<file path="config.mk">
export PLATFORM = sky130hd
export DESIGN_NAME = i2c_codec_responder
export DESIGN_NICKNAME = d
export VERILOG_FILES = /design/src/rtl/i2c_codec_responder_pkg.sv /design/src/rtl/i2c_codec_responder_line_sync.sv /design/src/rtl/i2c_codec_responder.sv
export SDC_FILE = /design/constraint.sdc
export NUM_CORES = 1
export LEC_CHECK = 0
export ABC_AREA = 1
export CAP_MARGIN = 15
export CORE_MARGIN = 5
export CORE_UTILIZATION = 40
export CTS_BUF_LIST = sky130_fd_sc_hd__clkbuf_8
export DETAILED_ROUTE_END_ITERATION = 8
export PLACE_DENSITY_LB_ADDON = 0.08
export SLEW_MARGIN = 20
export SYNTH_ARGS = -nofsm -noshare
export SYNTH_HDL_FRONTEND = slang
export SYNTH_SLANG_ARGS = --single-unit
</file>
<file path="constraint.sdc">
create_clock -name i_clk -period 3.6 [get_ports i_clk]
set_input_delay 1.08 -clock i_clk [delete_from_list [all_inputs] [get_ports i_clk]]
set_output_delay 1.08 -clock i_clk [all_outputs]
set_load 0.02 [all_outputs]
</file>
<file path="src/rtl/i2c_codec_responder_pkg.sv">
`default_nettype none
// ============================================================================
//  Module      : i2c_codec_responder_pkg
//  Description : Shared audio definitions. Holds the I2C responder state
//                encoding, the WM8731 register-file geometry, the
//                register-reset address and the power-on default table.
//  Revision    : 1.0 - initial release
// ============================================================================
package i2c_codec_responder_pkg;

  // Frame-level states of the write-only responder
  typedef enum logic [2:0] {
    IDLE    = 3'd0,
    ADDR    = 3'd1,
    ACK_A   = 3'd2,
    BYTE_HI = 3'd3,
    ACK_HI  = 3'd4,
    BYTE_LO = 3'd5,
    ACK_LO  = 3'd6,
    IGNORE  = 3'd7
  } i2c_state_t;

  // Register file holds R0..R9
  localparam int         NUM_REGS       = 10;
  localparam logic [6:0] LAST_REG_ADDR  = 7'd9;
  localparam logic [3:0] LAST_RD_ADDR   = 4'd9;

  // Writing any data to R15 restores every register to its default
  localparam logic [6:0] REG_RESET_ADDR = 7'h0F;

  // WM8731 power-on register defaults, indexed by register number
  function automatic logic [8:0] wm8731_default(input logic [3:0] idx);
    logic [8:0] v;
    case (idx)
      4'd0:    v = 9'h097;
      4'd1:    v = 9'h097;
      4'd2:    v = 9'h079;
      4'd3:    v = 9'h079;
      4'd4:    v = 9'h00A;
      4'd5:    v = 9'h008;
      4'd6:    v = 9'h09F;
      4'd7:    v = 9'h00A;
      4'd8:    v = 9'h000;
      4'd9:    v = 9'h000;
      default: v = 9'h000;
    endcase
    return v;
  endfunction

endpackage
`default_nettype wire

</file>
<file path="src/rtl/i2c_codec_responder_line_sync.sv">
`default_nettype none
// ============================================================================
//  Module      : i2c_line_sync
//  Description : Brings the asynchronous SCL/SDA lines into the system clock
//                domain and derives SCL edges plus START/STOP conditions from
//                the synchronized levels.
//  Revision    : 1.0 - initial release
// ============================================================================
module i2c_line_sync #(
  parameter int SYNC_STAGES = 2
) (
  input  logic i_clk,
  input  logic i_rst_n,
  input  logic i_scl,
  input  logic i_sda,
  output logic o_sda,
  output logic o_scl_rise,
  output logic o_scl_fall,
  output logic o_start,
  output logic o_stop
);

  logic [SYNC_STAGES-1:0] r_scl_sync;
  logic [SYNC_STAGES-1:0] r_sda_sync;
  logic                   r_scl_prev;
  logic                   r_sda_prev;
  logic                   w_scl;
  logic                   w_sda;

  assign w_scl = r_scl_sync[SYNC_STAGES-1];
  assign w_sda = r_sda_sync[SYNC_STAGES-1];

  // Synchronizer chains plus one history flop per line; idle bus level is 1
  always_ff @(posedge i_clk) begin
    if (!i_rst_n) begin
      r_scl_sync <= '1;
      r_sda_sync <= '1;
      r_scl_prev <= 1'b1;
      r_sda_prev <= 1'b1;
    end else begin
      r_scl_sync[0] <= i_scl;
      r_sda_sync[0] <= i_sda;
      for (int i = 1; i < SYNC_STAGES; i++) begin
        r_scl_sync[i] <= r_scl_sync[i-1];
        r_sda_sync[i] <= r_sda_sync[i-1];
      end
      r_scl_prev <= w_scl;
      r_sda_prev <= w_sda;
    end
  end

  // SDA only counts as START/STOP when SCL stayed high across the change
  assign o_sda      = w_sda;
  assign o_scl_rise = w_scl & ~r_scl_prev;
  assign o_scl_fall = ~w_scl & r_scl_prev;
  assign o_start    = w_scl & r_scl_prev & r_sda_prev & ~w_sda;
  assign o_stop     = w_scl & r_scl_prev & ~r_sda_prev & w_sda;

endmodule
`default_nettype wire

</file>
<file path="src/rtl/i2c_codec_responder.sv">
`default_nettype none
// ============================================================================
//  Module      : i2c_codec_responder
//  Description : Write-only I2C target for a WM8731-style codec control port.
//                Accepts 3-byte frames (device address, {reg[6:0],d[8]},
//                d[7:0]), ACKs them, and updates a 10-entry register file.
//  Revision    : 1.0 - initial release
// ============================================================================
module i2c_codec_responder
  import i2c_codec_responder_pkg::*;
#(
  parameter logic [6:0] DEV_ADDR    = 7'h1A,
  parameter int         SYNC_STAGES = 2
) (
  input  logic       i_clk,
  input  logic       i_rst_n,
  input  logic       i_scl,
  input  logic       i_sda,
  output logic       o_sda_oen,
  output logic       o_wr_valid,
  output logic [6:0] o_wr_addr,
  output logic [8:0] o_wr_data,
  input  logic [3:0] i_rd_addr,
  output logic [8:0] o_rd_data,
  output logic       o_busy,
  output logic [3:0] o_frame_cnt
);

  logic w_sda;
  logic w_scl_rise;
  logic w_scl_fall;
  logic w_start;
  logic w_stop;

  i2c_line_sync #(
    .SYNC_STAGES (SYNC_STAGES)
  ) u_line_sync (
    .i_clk      (i_clk),
    .i_rst_n    (i_rst_n),
    .i_scl      (i_scl),
    .i_sda      (i_sda),
    .o_sda      (w_sda),
    .o_scl_rise (w_scl_rise),
    .o_scl_fall (w_scl_fall),
    .o_start    (w_start),
    .o_stop     (w_stop)
  );

  i2c_state_t r_state,     w_state_nxt;
  logic [2:0] r_bit_cnt,   w_bit_cnt_nxt;
  logic [7:0] r_shift,     w_shift_nxt;
  logic [7:0] r_byte_hi,   w_byte_hi_nxt;
  logic       r_sda_oen,   w_sda_oen_nxt;
  logic       r_ack_phase, w_ack_phase_nxt;
  logic       r_commit,    w_commit_nxt;
  logic       r_busy,      w_busy_nxt;

  logic [7:0] w_byte;
  logic       w_last_bit;
  logic       w_addr_match;

  // Byte as it will look once the bit sampled on this SCL rise is shifted in
  assign w_byte       = {r_shift[6:0], w_sda};
  assign w_last_bit   = (r_bit_cnt == 3'd7);
  assign w_addr_match = (w_byte[7:1] == DEV_ADDR) && !w_byte[0];

  // Frame state and shift registers; reset releases SDA on the same edge
  always_ff @(posedge i_clk) begin
    if (!i_rst_n) begin
      r_state     <= IDLE;
      r_bit_cnt   <= 3'd0;
      r_shift     <= 8'h00;
      r_byte_hi   <= 8'h00;
      r_sda_oen   <= 1'b0;
      r_ack_phase <= 1'b0;
      r_commit    <= 1'b0;
      r_busy      <= 1'b0;
    end else begin
      r_state     <= w_state_nxt;
      r_bit_cnt   <= w_bit_cnt_nxt;
      r_shift     <= w_shift_nxt;
      r_byte_hi   <= w_byte_hi_nxt;
      r_sda_oen   <= w_sda_oen_nxt;
      r_ack_phase <= w_ack_phase_nxt;
      r_commit    <= w_commit_nxt;
      r_busy      <= w_busy_nxt;
    end
  end

  // Next-state logic: bus conditions pre-empt any bit-level activity
  always_comb begin
    w_state_nxt     = r_state;
    w_bit_cnt_nxt   = r_bit_cnt;
    w_shift_nxt     = r_shift;
    w_byte_hi_nxt   = r_byte_hi;
    w_sda_oen_nxt   = r_sda_oen;
    w_ack_phase_nxt = r_ack_phase;
    w_commit_nxt    = 1'b0;
    w_busy_nxt      = r_busy;

    if (w_start) begin
      w_state_nxt     = ADDR;
      w_bit_cnt_nxt   = 3'd0;
      w_sda_oen_nxt   = 1'b0;
      w_ack_phase_nxt = 1'b0;
      w_busy_nxt      = 1'b1;
    end else if (w_stop) begin
      w_state_nxt     = IDLE;
      w_bit_cnt_nxt   = 3'd0;
      w_sda_oen_nxt   = 1'b0;
      w_ack_phase_nxt = 1'b0;
      w_busy_nxt      = 1'b0;
    end else begin
      case (r_state)
        ADDR, BYTE_HI, BYTE_LO: begin
          if (w_scl_rise) begin
            w_shift_nxt   = w_byte;
            w_bit_cnt_nxt = r_bit_cnt + 3'd1;
            if (w_last_bit) begin
              case (r_state)
                ADDR:    w_state_nxt = w_addr_match ? ACK_A : IGNORE;
                BYTE_HI: begin
                  w_byte_hi_nxt = w_byte;
                  w_state_nxt   = ACK_HI;
                end
                default: w_state_nxt = ACK_LO;
              endcase
            end
          end
        end
        ACK_A, ACK_HI, ACK_LO: begin
          // First SCL fall grabs SDA, the second one (end of ACK bit) lets go
          if (w_scl_fall) begin
            if (!r_ack_phase) begin
              w_sda_oen_nxt   = 1'b1;
              w_ack_phase_nxt = 1'b1;
            end else begin
              w_sda_oen_nxt   = 1'b0;
              w_ack_phase_nxt = 1'b0;
              w_bit_cnt_nxt   = 3'd0;
              case (r_state)
                ACK_A:  w_state_nxt = BYTE_HI;
                ACK_HI: w_state_nxt = BYTE_LO;
                default: begin
                  w_state_nxt  = IGNORE;
                  w_commit_nxt = 1'b1;
                end
              endcase
            end
          end
        end
        default: begin
          w_sda_oen_nxt   = 1'b0;
          w_ack_phase_nxt = 1'b0;
        end
      endcase
    end
  end

  logic [6:0] w_commit_addr;
  logic [8:0] w_commit_data;

  assign w_commit_addr = r_byte_hi[7:1];
  assign w_commit_data = {r_byte_hi[0], r_shift};

  logic       r_wr_valid;
  logic [6:0] r_wr_addr;
  logic [8:0] r_wr_data;
  logic [3:0] r_frame_cnt;
  logic [8:0] r_regs [NUM_REGS];
  logic [8:0] r_rd_data;

  // Completed-frame publication, register file update and frame counter
  always_ff @(posedge i_clk) begin
    if (!i_rst_n) begin
      r_wr_valid  <= 1'b0;
      r_wr_addr   <= 7'h00;
      r_wr_data   <= 9'h000;
      r_frame_cnt <= 4'd0;
      for (int i = 0; i < NUM_REGS; i++) begin
        r_regs[i] <= wm8731_default(4'(i));
      end
    end else begin
      r_wr_valid <= r_commit;
      if (r_commit) begin
        r_wr_addr <= w_commit_addr;
        r_wr_data <= w_commit_data;
        if (r_frame_cnt != 4'hF) begin
          r_frame_cnt <= r_frame_cnt + 4'd1;
        end
        if (w_commit_addr == REG_RESET_ADDR) begin
          for (int i = 0; i < NUM_REGS; i++) begin
            r_regs[i] <= wm8731_default(4'(i));
          end
        end else if (w_commit_addr <= LAST_REG_ADDR) begin
          r_regs[w_commit_addr[3:0]] <= w_commit_data;
        end
      end
    end
  end

  // Registered read port; addresses past R9 read as zero
  always_ff @(posedge i_clk) begin
    if (!i_rst_n) begin
      r_rd_data <= 9'h000;
    end else if (i_rd_addr <= LAST_RD_ADDR) begin
      r_rd_data <= r_regs[i_rd_addr];
    end else begin
      r_rd_data <= 9'h000;
    end
  end

  assign o_sda_oen   = r_sda_oen;
  assign o_wr_valid  = r_wr_valid;
  assign o_wr_addr   = r_wr_addr;
  assign o_wr_data   = r_wr_data;
  assign o_rd_data   = r_rd_data;
  assign o_busy      = r_busy;
  assign o_frame_cnt = r_frame_cnt;

endmodule
`default_nettype wire

</file>
==> results by group <==
Detailed routing
  – Wire per inst: 18.0 um
  – Pre-antenna DRT Iters: 5
  – Detail Route Antenna Nets: 0
  – Vias per cell: 5.13
  – Routed wire length: 16300 um
  – Vias post-DR: 4642
  – 1st-iter DRT viols: 313
  – DRC: 0

Critical path
  – Setup CP Type: in2reg
  – Arr. time, crit path: 3.12 ns
  – Critical Path Start Type: input pin
  – Crit. End Element: flop
  – Critical path required time: 3.97 ns
  – CP max FO: 16

Clocking
  – H-tree depth: 4
  – CTS clock-pin slew for the worst setup and hold paths: 0.08 ns
  – Post CTS Setup Buffer Count: 0
  – Total CTS buffers: 17
  – CTS root buf: clkbuf_8
  – Cts repair resizes: 0
  – CTS max path bufs: 2
  – CTS Hold Bufs: 0
  – Worst-Skew Late Latency: 0.45 ns
  – CTS Sinks: 151
  – TritonCTS clock tree: built

STA
  – Fin Hold WS: 0.411 ns
  – Skew final: 0.0161 ns
  – Unrepaired setup endpoints after global routing: no
  – Post-route setup TNS: 0 ns
  – Measured slew at the worst slew-check pin: 0.717 ns
  – Fin crit share: 76.4%
  – Setup Viol. Count Final: 0
  – Fin. max-slew vios: 0
  – Min cycle time layout: 2.75 ns
  – Fmax: 0.364 GHz
  – Slew margin rel.: 52.1%
  – Fin. Hold Viols: 0
  – Final worst slack: 0.850 ns

Die
  – # IOs: 40
  – Rows: 45
  – Total core area: 15300 um^2
  – Full die area: 18200 um^2
  – Die W: 135 um
  – Initial core utilization: 40.8%
  – Die Height: 135 um

Job
  – Max Cap Viol: 0

Run status
  – Status: complete, no violations

Min path
  – Hold Path Class: reg2reg

Yosys
  – Yosys cell types: 34
  – Number of synthesized register bits: 151
  – Mapped Nets: 651
  – YS warnings: 0
  – Sequential fraction of the synthesis area: 63.0%
  – Number of synthesized flops with an enable pin: 90
  – Commonest cells post-synth: nand2_1 (112), nor2_1 (111), edfxtp_1 (90)
  – Top_reg_cell synth: edfxtp_1
  – Area contributors post-synth: edfxtp_1 (43%), dfxtp_1 (20%), nand2_1 (6.8%)
  – Count leader, synth: nand2_1
  – Cells after Synth: 640
  – Synth area leader: edfxtp_1
  – Async S/R FF share, synth: 0%
  – Synthesized area: 6220 um^2
  – Syn_area_per_cell: 9.72 um^2
  – Share of the synthesized area in the top cell type: 43.4%

Global routing
  – Total gr overflow: 0
  – Vias in the first global route: 4578
  – Initial antenna violation count: 0
  – Largest net degree at the start of global routing: 41
  – GRT Overall Usage: 18.5%
  – First-pass GRT wire length: 25000 um

Finish
  – Layout Cells excl Fill: 905
  – Layout Nets: 692
  – Syn-to-layout area delta: 16.4%
  – Final core utilization: 47.5%
  – Final instance area: 7240 um^2
  – Share of cells above drive strength 1: 9.22%
  – Fill count: 1452
  – Ant diodes: 0

Pwr
  – Final Power: 3.41 mW
  – Pwr dens: 471 nW/um^2
  – Maximum vdd drop: 0.266 mV
  – Leakage: 2.54 nW

Placed design
  – Placed cell count: 873
  – DP HPWL: 11100 um
  – Placer Congestion: 0.860
  – Placed Area: 6840 um^2
  – Worst slack at placement: 0.388 ns
  – PortBufs: 39
## sequential cells by signal (all words and copies together) (netlist names), 2 cells and up
register and cells:
o_frame_cnt 4, o_rd_data 9, o_wr_addr 7, o_wr_data 9, r_bit_cnt 3, r_byte_hi 8, r_regs 90, r_shift 8
r_state 3, u_line_sync.r_scl_sync 2, u_line_sync.r_sda_sync 2
## kinds of logic (layout without fill, tap and decap cells)
group                    count (synthesis)  after routing  share of synthesized area (%)
AND/OR/NAND/NOR                        281            281                           19.8
AO/OA/AOI/OAI                          135            135                           12.2
buffers and inverters                   70            124                           4.40
adder cells (fa/ha/maj)                  3              3                          0.603
flip-flops                             151            151                           63.0
## critical path, cell delays in order
cell and delay (ns):
clkdlybuf4s50_1 0.69, nor2_4 0.47, buf_4 0.28, a21oi_1 0.12, o211ai_1 0.14, nand3_1 0.15, a21oi_1 0.18
## cells in the final DEF (no fill, tap or decap), types with 2 or more instances in the layout
master,synthesis,final
nand2_2,2,2
clkinv_2,0,4
o21ai_1,2,2
a22o_1,9,9
o211ai_1,16,16
a21oi_1,53,53
or2_2,5,5
nor3_1,11,11
bufinv_16,0,3
inv_4,0,2
nor2_4,3,3
nand3_1,19,19
nand2_1,112,112
nand4_1,4,4
clkbuf_8,0,19
buf_4,0,11
ha_1,3,3
nor2_2,3,3
clkinv_1,2,3
clkdlybuf4s50_1,0,39
inv_1,36,39
o21ai_0,51,51
nand2_4,2,2
dfxtp_1,61,61
nor2_1,111,111
edfxtp_1,90,90
inv_2,4,4
nor3_2,3,3
## per-layer routing
metal	GRT usage [%]	wire, um	vias up
met2	30.8	7920	146
met3	4.28	949	22
li1	-	-	2266
met5	0	0	-
met1	23.4	7160	2208
met4	7.13	293	0
## worst paths after layout
kind                                           startpoint                   endpoint  slack, ns  cells past startpoint
worst min register to register  u_line_sync.r_sda_sync[0]  u_line_sync.r_sda_sync[1]       0.41                      1
worst max register to register                   r_commit               r_regs[9][5]       1.39                      7
worst min-delay path            u_line_sync.r_sda_sync[0]  u_line_sync.r_sda_sync[1]       0.41                      1
worst max-delay path                         i_rd_addr[0]               o_rd_data[0]       0.85                      7
## where the power goes
group	switching (mW)	internal (mW)
logic	0.130	0.0645
clock network	0.607	0.708
registers	0.0211	1.88
## layout make-up
cell class | count | area (um^2) | area share [%]
repair buffers | 50 | 473 | 6.53
well taps | 211 | 264 | 3.64
clock buffers | 19 | 262 | 3.61
flip-flops and latches | 151 | 3920 | 54.2
multi-input cells | 419 | 2030 | 28.0
clock inverters | 13 | 138 | 1.90
inverters | 42 | 158 | 2.18
No activity file was read; power rests on OpenSTA's default activity.
